**src/rtl/uart_pkg.sv**
```systemverilog
// Shared types and helpers for the parametrised UART receiver.
package uart_pkg;

    localparam int PAR_NONE = 0;
    localparam int PAR_ODD  = 1;
    localparam int PAR_EVEN = 2;

    typedef enum logic [2:0] {
        IDLE,
        START,
        DATA,
        PARITY,
        STOP,
        STOP2,
        BREAK
    } rx_state_t;

    // Clock cycles per oversample tick, rounded to nearest.
    function automatic int calc_div(input int clk_hz, input int baud, input int os);
        return (clk_hz + (baud * os) / 2) / (baud * os);
    endfunction

endpackage

```
**src/rtl/uart_fifo.sv**
```systemverilog
// Synchronous FIFO with valid/ready read side; write lands on the push edge, visible next cycle.
// Push while full is accepted only when the head is popped in the same cycle.
module uart_fifo #(
    parameter int WIDTH = 10,
    parameter int DEPTH = 4
) (
    input  logic             clk,
    input  logic             resetn,
    input  logic             wr_vld,
    input  logic [WIDTH-1:0] wr_dat,
    output logic             full,
    output logic             rd_vld,
    output logic [WIDTH-1:0] rd_dat,
    input  logic             rd_rdy
);

    localparam int AW = $clog2(DEPTH);

    if (DEPTH < 2 || (DEPTH & (DEPTH - 1)) != 0) begin : g_bad_depth
        $error("uart_fifo: DEPTH must be a power of two >= 2");
    end

    logic [WIDTH-1:0] mem [DEPTH];
    logic [AW:0]      wr_ptr;
    logic [AW:0]      rd_ptr;
    logic             empty;
    logic             do_rd;
    logic             do_wr;

    // Extra MSB separates full from empty when the index bits match.
    assign empty = (wr_ptr == rd_ptr);
    assign full  = (wr_ptr[AW] != rd_ptr[AW]) && (wr_ptr[AW-1:0] == rd_ptr[AW-1:0]);
    assign do_rd = rd_rdy && !empty;
    assign do_wr = wr_vld && (!full || do_rd);

    always_ff @(posedge clk or negedge resetn) begin
        if (!resetn) begin
            wr_ptr <= '0;
            rd_ptr <= '0;
            for (int i = 0; i < DEPTH; i++) begin
                mem[i] <= '0;
            end
        end else begin
            if (do_wr) begin
                mem[wr_ptr[AW-1:0]] <= wr_dat;
                wr_ptr              <= wr_ptr + 1'b1;
            end
            if (do_rd) begin
                rd_ptr <= rd_ptr + 1'b1;
            end
        end
    end

    assign rd_vld = !empty;
    assign rd_dat = mem[rd_ptr[AW-1:0]];

endmodule

```
**src/rtl/uart_rx.sv**
```systemverilog
// Oversampling UART receiver with majority vote, false-start rejection, break handling and output FIFO.
// Word is written on the final stop decision edge, valid next cycle; a full FIFO without pop drops it and pulses overrun.
module uart_rx
    import uart_pkg::*;
#(
    parameter int CLK_HZ     = 12000000,
    parameter int BAUD       = 9600,
    parameter int OVERSAMPLE = 16,
    parameter int DATA_BITS  = 8,
    parameter int PARITY     = 0,
    parameter int STOP_BITS  = 1,
    parameter int FIFO_DEPTH = 4
) (
    input  logic                 clk,
    input  logic                 resetn,
    input  logic                 rx,
    output logic [DATA_BITS-1:0] data,
    output logic                 frame_err,
    output logic                 parity_err,
    output logic                 valid,
    input  logic                 ready,
    output logic                 overrun,
    output logic                 busy
);

    localparam int DIV = calc_div(CLK_HZ, BAUD, OVERSAMPLE);
    localparam int DW  = (DIV > 2) ? $clog2(DIV) : 1;
    localparam int KW  = $clog2(OVERSAMPLE);
    localparam int BW  = $clog2(DATA_BITS);
    localparam int FW  = DATA_BITS + 2;

    localparam logic [DW-1:0] DIV_LAST = DW'(DIV - 1);
    localparam logic [KW-1:0] K_S0     = KW'(OVERSAMPLE / 2 - 1);
    localparam logic [KW-1:0] K_S1     = KW'(OVERSAMPLE / 2);
    localparam logic [KW-1:0] K_DEC    = KW'(OVERSAMPLE / 2 + 1);
    localparam logic [KW-1:0] K_LAST   = KW'(OVERSAMPLE - 1);
    localparam logic [BW-1:0] BIT_LAST = BW'(DATA_BITS - 1);

    if (DIV < 2) begin : g_bad_div
        $error("uart_rx: clock too slow for BAUD*OVERSAMPLE (DIV < 2)");
    end
    if (OVERSAMPLE < 8 || (OVERSAMPLE % 2) != 0) begin : g_bad_os
        $error("uart_rx: OVERSAMPLE must be even and >= 8");
    end
    if (DATA_BITS < 5 || DATA_BITS > 9) begin : g_bad_bits
        $error("uart_rx: DATA_BITS must be 5..9");
    end
    if (PARITY < 0 || PARITY > 2 || STOP_BITS < 1 || STOP_BITS > 2) begin : g_bad_fmt
        $error("uart_rx: PARITY must be 0..2 and STOP_BITS 1..2");
    end

    rx_state_t             state, state_nxt;
    logic                  rx_meta, rx_s, rx_d;
    logic [2:0]            sync_ok;
    logic                  start_edge;
    logic [DW-1:0]         div_cnt;
    logic [KW-1:0]         k;
    logic                  tick;
    logic                  decide;
    logic                  s0, s1, maj;
    logic [DATA_BITS-1:0]  shreg;
    logic [BW-1:0]         bit_cnt;
    logic                  par_err;
    logic                  stop_err;
    logic                  shift_en, par_chk, stop1_chk, push;
    logic                  fifo_full;
    logic [FW-1:0]         head;

    always_ff @(posedge clk or negedge resetn) begin
        if (!resetn) begin
            rx_meta <= 1'b1;
            rx_s    <= 1'b1;
            rx_d    <= 1'b1;
            sync_ok <= '0;
        end else begin
            rx_meta <= rx;
            rx_s    <= rx_meta;
            rx_d    <= rx_s;
            sync_ok <= {sync_ok[1:0], 1'b1};
        end
    end

    // Edges are ignored until the synchroniser holds real line samples, so a line low at reset release is not a start.
    assign start_edge = sync_ok[2] && rx_d && !rx_s;

    assign tick   = (state != IDLE) && (div_cnt == DIV_LAST);
    assign decide = tick && (k == K_DEC);
    assign maj    = (s0 & s1) | (s0 & rx_s) | (s1 & rx_s);

    always_ff @(posedge clk or negedge resetn) begin
        if (!resetn) begin
            div_cnt <= '0;
            k       <= '0;
            s0      <= 1'b1;
            s1      <= 1'b1;
        end else begin
            if (state == IDLE) begin
                div_cnt <= '0;
                k       <= '0;
            end else if (tick) begin
                div_cnt <= '0;
                k       <= (k == K_LAST) ? '0 : k + 1'b1;
            end else begin
                div_cnt <= div_cnt + 1'b1;
            end
            if (tick && k == K_S0) s0 <= rx_s;
            if (tick && k == K_S1) s1 <= rx_s;
        end
    end

    always_ff @(posedge clk or negedge resetn) begin
        if (!resetn) begin
            state <= IDLE;
        end else begin
            state <= state_nxt;
        end
    end

    // Transitions happen at the decision tick; the next state samples the following bit's centre.
    always_comb begin
        state_nxt = state;
        shift_en  = 1'b0;
        par_chk   = 1'b0;
        stop1_chk = 1'b0;
        push      = 1'b0;
        case (state)
            IDLE: begin
                if (start_edge) state_nxt = START;
            end
            START: begin
                if (decide) state_nxt = maj ? IDLE : DATA;
            end
            DATA: begin
                if (decide) begin
                    shift_en = 1'b1;
                    if (bit_cnt == BIT_LAST) begin
                        state_nxt = (PARITY != PAR_NONE) ? uart_pkg::PARITY : STOP;
                    end
                end
            end
            uart_pkg::PARITY: begin
                if (decide) begin
                    par_chk   = 1'b1;
                    state_nxt = STOP;
                end
            end
            STOP: begin
                if (decide) begin
                    if (STOP_BITS == 2) begin
                        stop1_chk = 1'b1;
                        state_nxt = STOP2;
                    end else begin
                        push      = 1'b1;
                        state_nxt = maj ? IDLE : BREAK;
                    end
                end
            end
            STOP2: begin
                if (decide) begin
                    push      = 1'b1;
                    state_nxt = maj ? IDLE : BREAK;
                end
            end
            BREAK: begin
                if (rx_s) state_nxt = IDLE;
            end
            default: state_nxt = IDLE;
        endcase
    end

    always_ff @(posedge clk or negedge resetn) begin
        if (!resetn) begin
            shreg    <= '0;
            bit_cnt  <= '0;
            par_err  <= 1'b0;
            stop_err <= 1'b0;
            overrun  <= 1'b0;
        end else begin
            if (state == IDLE && start_edge) begin
                shreg    <= '0;
                bit_cnt  <= '0;
                par_err  <= 1'b0;
                stop_err <= 1'b0;
            end
            if (shift_en) begin
                shreg   <= {maj, shreg[DATA_BITS-1:1]};
                bit_cnt <= bit_cnt + 1'b1;
            end
            if (par_chk) begin
                par_err <= maj ^ ((PARITY == PAR_ODD) ? ~^shreg : ^shreg);
            end
            if (stop1_chk) begin
                stop_err <= ~maj;
            end
            overrun <= push && fifo_full && !ready;
        end
    end

    uart_fifo #(
        .WIDTH (FW),
        .DEPTH (FIFO_DEPTH)
    ) u_fifo (
        .clk    (clk),
        .resetn (resetn),
        .wr_vld (push),
        .wr_dat ({par_err, stop_err | ~maj, shreg}),
        .full   (fifo_full),
        .rd_vld (valid),
        .rd_dat (head),
        .rd_rdy (ready)
    );

    assign {parity_err, frame_err, data} = head;
    assign busy = (state != IDLE);

endmodule
```
**config.mk**
```make
export PLATFORM = sky130hd
export DESIGN_NAME = uart_rx
export DESIGN_NICKNAME = d
export VERILOG_FILES = /design/src/rtl/uart_pkg.sv /design/src/rtl/uart_fifo.sv /design/src/rtl/uart_rx.sv
export SDC_FILE = /design/constraint.sdc
export NUM_CORES = 1
export LEC_CHECK = 0
export ABC_AREA = 1
export BUFFER_PORTS_ARGS = -buffer_cell sky130_fd_sc_hd__buf_2
export CAP_MARGIN = 25
export CORE_UTILIZATION = 25
export CTS_CLUSTER_SIZE = 30
export DETAILED_ROUTE_END_ITERATION = 10
export SLEW_MARGIN = 20
export SYNTH_ARGS = -nofsm -noshare
export SYNTH_HDL_FRONTEND = slang
export SYNTH_HIERARCHICAL = 1
export SYNTH_SLANG_ARGS = --single-unit
```
**constraint.sdc**
```tcl
create_clock -name clk -period 2.6 [get_ports clk]
set_input_delay 0 -clock clk [delete_from_list [all_inputs] [get_ports clk]]
set_output_delay 0 -clock clk [all_outputs]
set_load 0.005 [all_outputs]
```
==> flow_summary_export.csv <==
group,metric,value,unit
timing,min_period,2.157,ns
layout,area_growth,15.09,%
timing,final-setup-viol-count,0,
routing,drc,0,
die,io_pins,17,
clock_tree,htreeDepth,3,
yosys,syn-num-nets,524,
status,status,"finished clean",
layout,fin_nets,541,
routing,drt_iter0_markers,276,
yosys,syn_area_per_cell,8.273,µm²
yosys,synth-seq-area-share,48.38,%
timing,max_freq,463.5,MHz
critical_path,critPathRequiredTime,2.83,ns
timing,rsz0062_at_grt,"no",
critical_path,slowest_stage,"nand3_1",
grt,antenna_found_initial,0,
timing,finalHoldViolations,0,
clock_tree,cts_root_buf,"clkbuf_16",
routing,routed-wl-met3,474,µm
yosys,synth_top_area_share,45.25,%
pwr,power_density,604.2,mW/mm²
critical_path,cp_cell_sequence,"inv_1 > ha_1 > nand3_2 > nor2_4 > nand3_4 > nor2_4 > nand3_1 > nand2_1 > nand2_1",
pwr,leakagePower,2.421,nW
yosys,synth_top_family_by_area,"simple AND/OR/NAND/NOR gates",
yosys,synth-compound-area-share,8.455,%
grt,gr-total-overflow,0,
yosys,synth_mux_area_share,0,%
placed_design,dp_hpwl,6379,µm
routing,met1Wirelength,4482,µm
run,cap_violations,0,
die,fp.dieH,131.7,µm
routing,drt-wirelength-per-cell,12.70,µm
clock_tree,cts_tree,"yes",
layout,final_common_cell,"nand2_1",
routing,drtPass1Iterations,4,
clock_tree,postCtsSetupBuffers,0,
clock_tree,cts.sinks,81,
die,die_area,0.01733,mm²
yosys,netlist_instances,508,
routing,wl,9526,µm
layout,layout_common_cells,"167 x nand2_1, 76 x dfrtp_1, 44 x nand4_1",
placed_design,place_congestion,0.7445,
routing,vias,3426,
layout,post-route-util,29.27,%
timing,finClkSkew,0.009341,ns
grt,gr-usage-all-layers,11.69,%
critical_path,path_delay_family,"simple AND/OR/NAND/NOR gates",
clock_tree,cts.path.max_buffers,2,
critical_path,critPathMaxStageDelay,0.48,ns
timing,finalMaxSlewViolations,0,
timing,fin_tns_setup,0,ns
die,die_x,131.7,µm
grt,grt_max_degree,47,
yosys,synth_edf_count,0,
routing,viasPerCell,4.568,
yosys,synth_cell_types,37,
hold_path,hp-class,"in -> async",
critical_path,critPathLaunchType,"flip-flop",
timing,worst_pin_slew,0.6811,ns
die,core,0.01652,mm²
yosys,ys_seq_elements,81,
yosys,synth_xor_xnor_area_share,1.250,%
yosys,synthArstFlopShare,100.0,%
clock_tree,clk_latency,0.34,ns
critical_path,end_kind,"flip-flop",
yosys,synth_largest_area_cell,"dfrtp_1",
clock_tree,cts-buffers-inserted,9,
routing,routed-wl-met2,4393,µm
layout,fill_cells,1755,
layout,drive_gt1_share,14.53,%
pwr,irDropWorstVdd,280.1,µV
yosys,synthAdderAreaFrac,3.572,%
grt,grt_pass1_vias,3182,
yosys,ys_warn_count,6,
die,initial_core_util,25.43,%
yosys,synth_area_leaders,"dfrtp_1 45%, nand2_1 15%, nand4_1 6.5%, ha_1 3.6%, nor2_1 3.5%",
critical_path,path_buf_inv,1,
critical_path,critPathMaxFanout,12,
timing,finalCritPeriodShare,82.98,%
routing,final_antenna_net_count,0,
placed_design,io_buffers,16,
grt,grt_pass1_wl,16150,µm
clock_tree,clkTransAtPathRegs,0.06,ns
die,fp-row-count,47,
yosys,synthFlopType,"dfrtp_1",
routing,top_layer,"met4",
layout,diodes,0,
yosys,synthSimpleGateAreaFrac,31.47,%
timing,max-slew-margin-rel,54.54,%
critical_path,critPathKind,"reg -> reg",
critical_path,crit_arrival,2.39,ns
yosys,netlist_area,0.004203,mm²
-- power breakdown --
part	internal [mW]	total, mW	switching [mW]
Clock	0.678	1.21	0.530
Combinational	0.113	0.350	0.237
Sequential	1.31	1.36	0.0543
Total	2.10	2.92	0.822
-- flip-flops by register name, summed over array words and instances (netlist names) --
signal and flops:
bit_cnt 3, div_cnt 7, k 4, overrun 1
par_err 1, rx_d 1, rx_meta 1, rx_s 1
s0 1, s1 1, shreg 8, state 3
sync_ok 3, u_fifo/mem 40, u_fifo/rd_ptr 3, u_fifo/wr_ptr 3
-- Yosys cell counts, types with 2 or more instances --
library cell	instances
clkbuf_1	11
nor3_2	2
dfstp_2	5
xnor2_1	3
nand4_1	44
nand2_1	167
buf_2	3
o22ai_1	11
buf_1	3
nand3_1	19
nor2_1	39
inv_2	4
nor2_2	2
o21ai_2	12
o21ai_0	27
ha_1	12
nor3_1	3
buf_6	5
inv_1	37
nand3_4	4
a21oi_1	2
dfrtp_1	76
xor2_1	3
-- what timing repair did --
action | 4_1_cts | 5_1_grt
hold buffers | 3 | 0
hold endpoints to repair | 49 | 0
gates resized for setup | 0 | 0
-- path summary, 6_finish.rpt --
| kind | from | endpoint | slack [ns] | cells past startpoint |
|---|---|---|---|---|
| max | div_cnt[1] | u_fifo/mem[5] | 0.44 | 9 |
| min | resetn | shreg[5] | 0.22 | 2 |
| max reg2reg | div_cnt[1] | u_fifo/mem[5] | 0.44 | 9 |
| min reg2reg | sync_ok[0] | sync_ok[1] | 0.35 | 0 |
| max in group asynchronous | resetn | s1 | 1.64 | 3 |
| min in group clk | rx | rx_meta | 0.30 | 2 |
-- cell families (layout without fill, tap and decap cells) --
family | count (synthesis) | count (layout)
buffers and inverters | 64 | 86
AND/OR/NAND/NOR | 287 | 287
adder cells (fa/ha/maj) | 12 | 12
other | 1 | 1
AO/OA/AOI/OAI | 57 | 57
XOR/XNOR | 6 | 6
flip-flops | 81 | 81
-- routing by layer --
metal	GRT usage, %	vias to the layer above
li1	-	1713
met1	15.35	1627
met2	18.20	72
met3	2.971	14
met4	4.845	0
met5	0	-
-- per-stage QoR --
stage	power, mW	hold slack [ns]	instances	setup slack [ns]	cell area, µm²
after floorplan	1.628	-0.2956	508	0.7182	4203
after global placement	1.740	0.06798	731	0.5276	4524
after detailed placement	1.744	0.06993	731	0.4291	4524
after CTS	2.974	0.2401	750	0.4266	4837
after global routing	3.080	0.2815	750	0.2492	4837
final	2.923	0.2156	750	0.4426	4837
-- layout make-up --
type	count	area [µm²]	area share [%]
Inverter	41	153.9	3.182
Clock buffer	11	242.7	5.018
Sequential cell	81	2033	42.03
Multi-Input combinational cell	363	1892	39.11
Tap cell	220	275.3	5.691
Timing Repair Buffer	29	200.2	4.139
Clock inverter	5	40.04	0.8277
(Power assumes the default switching activity.)
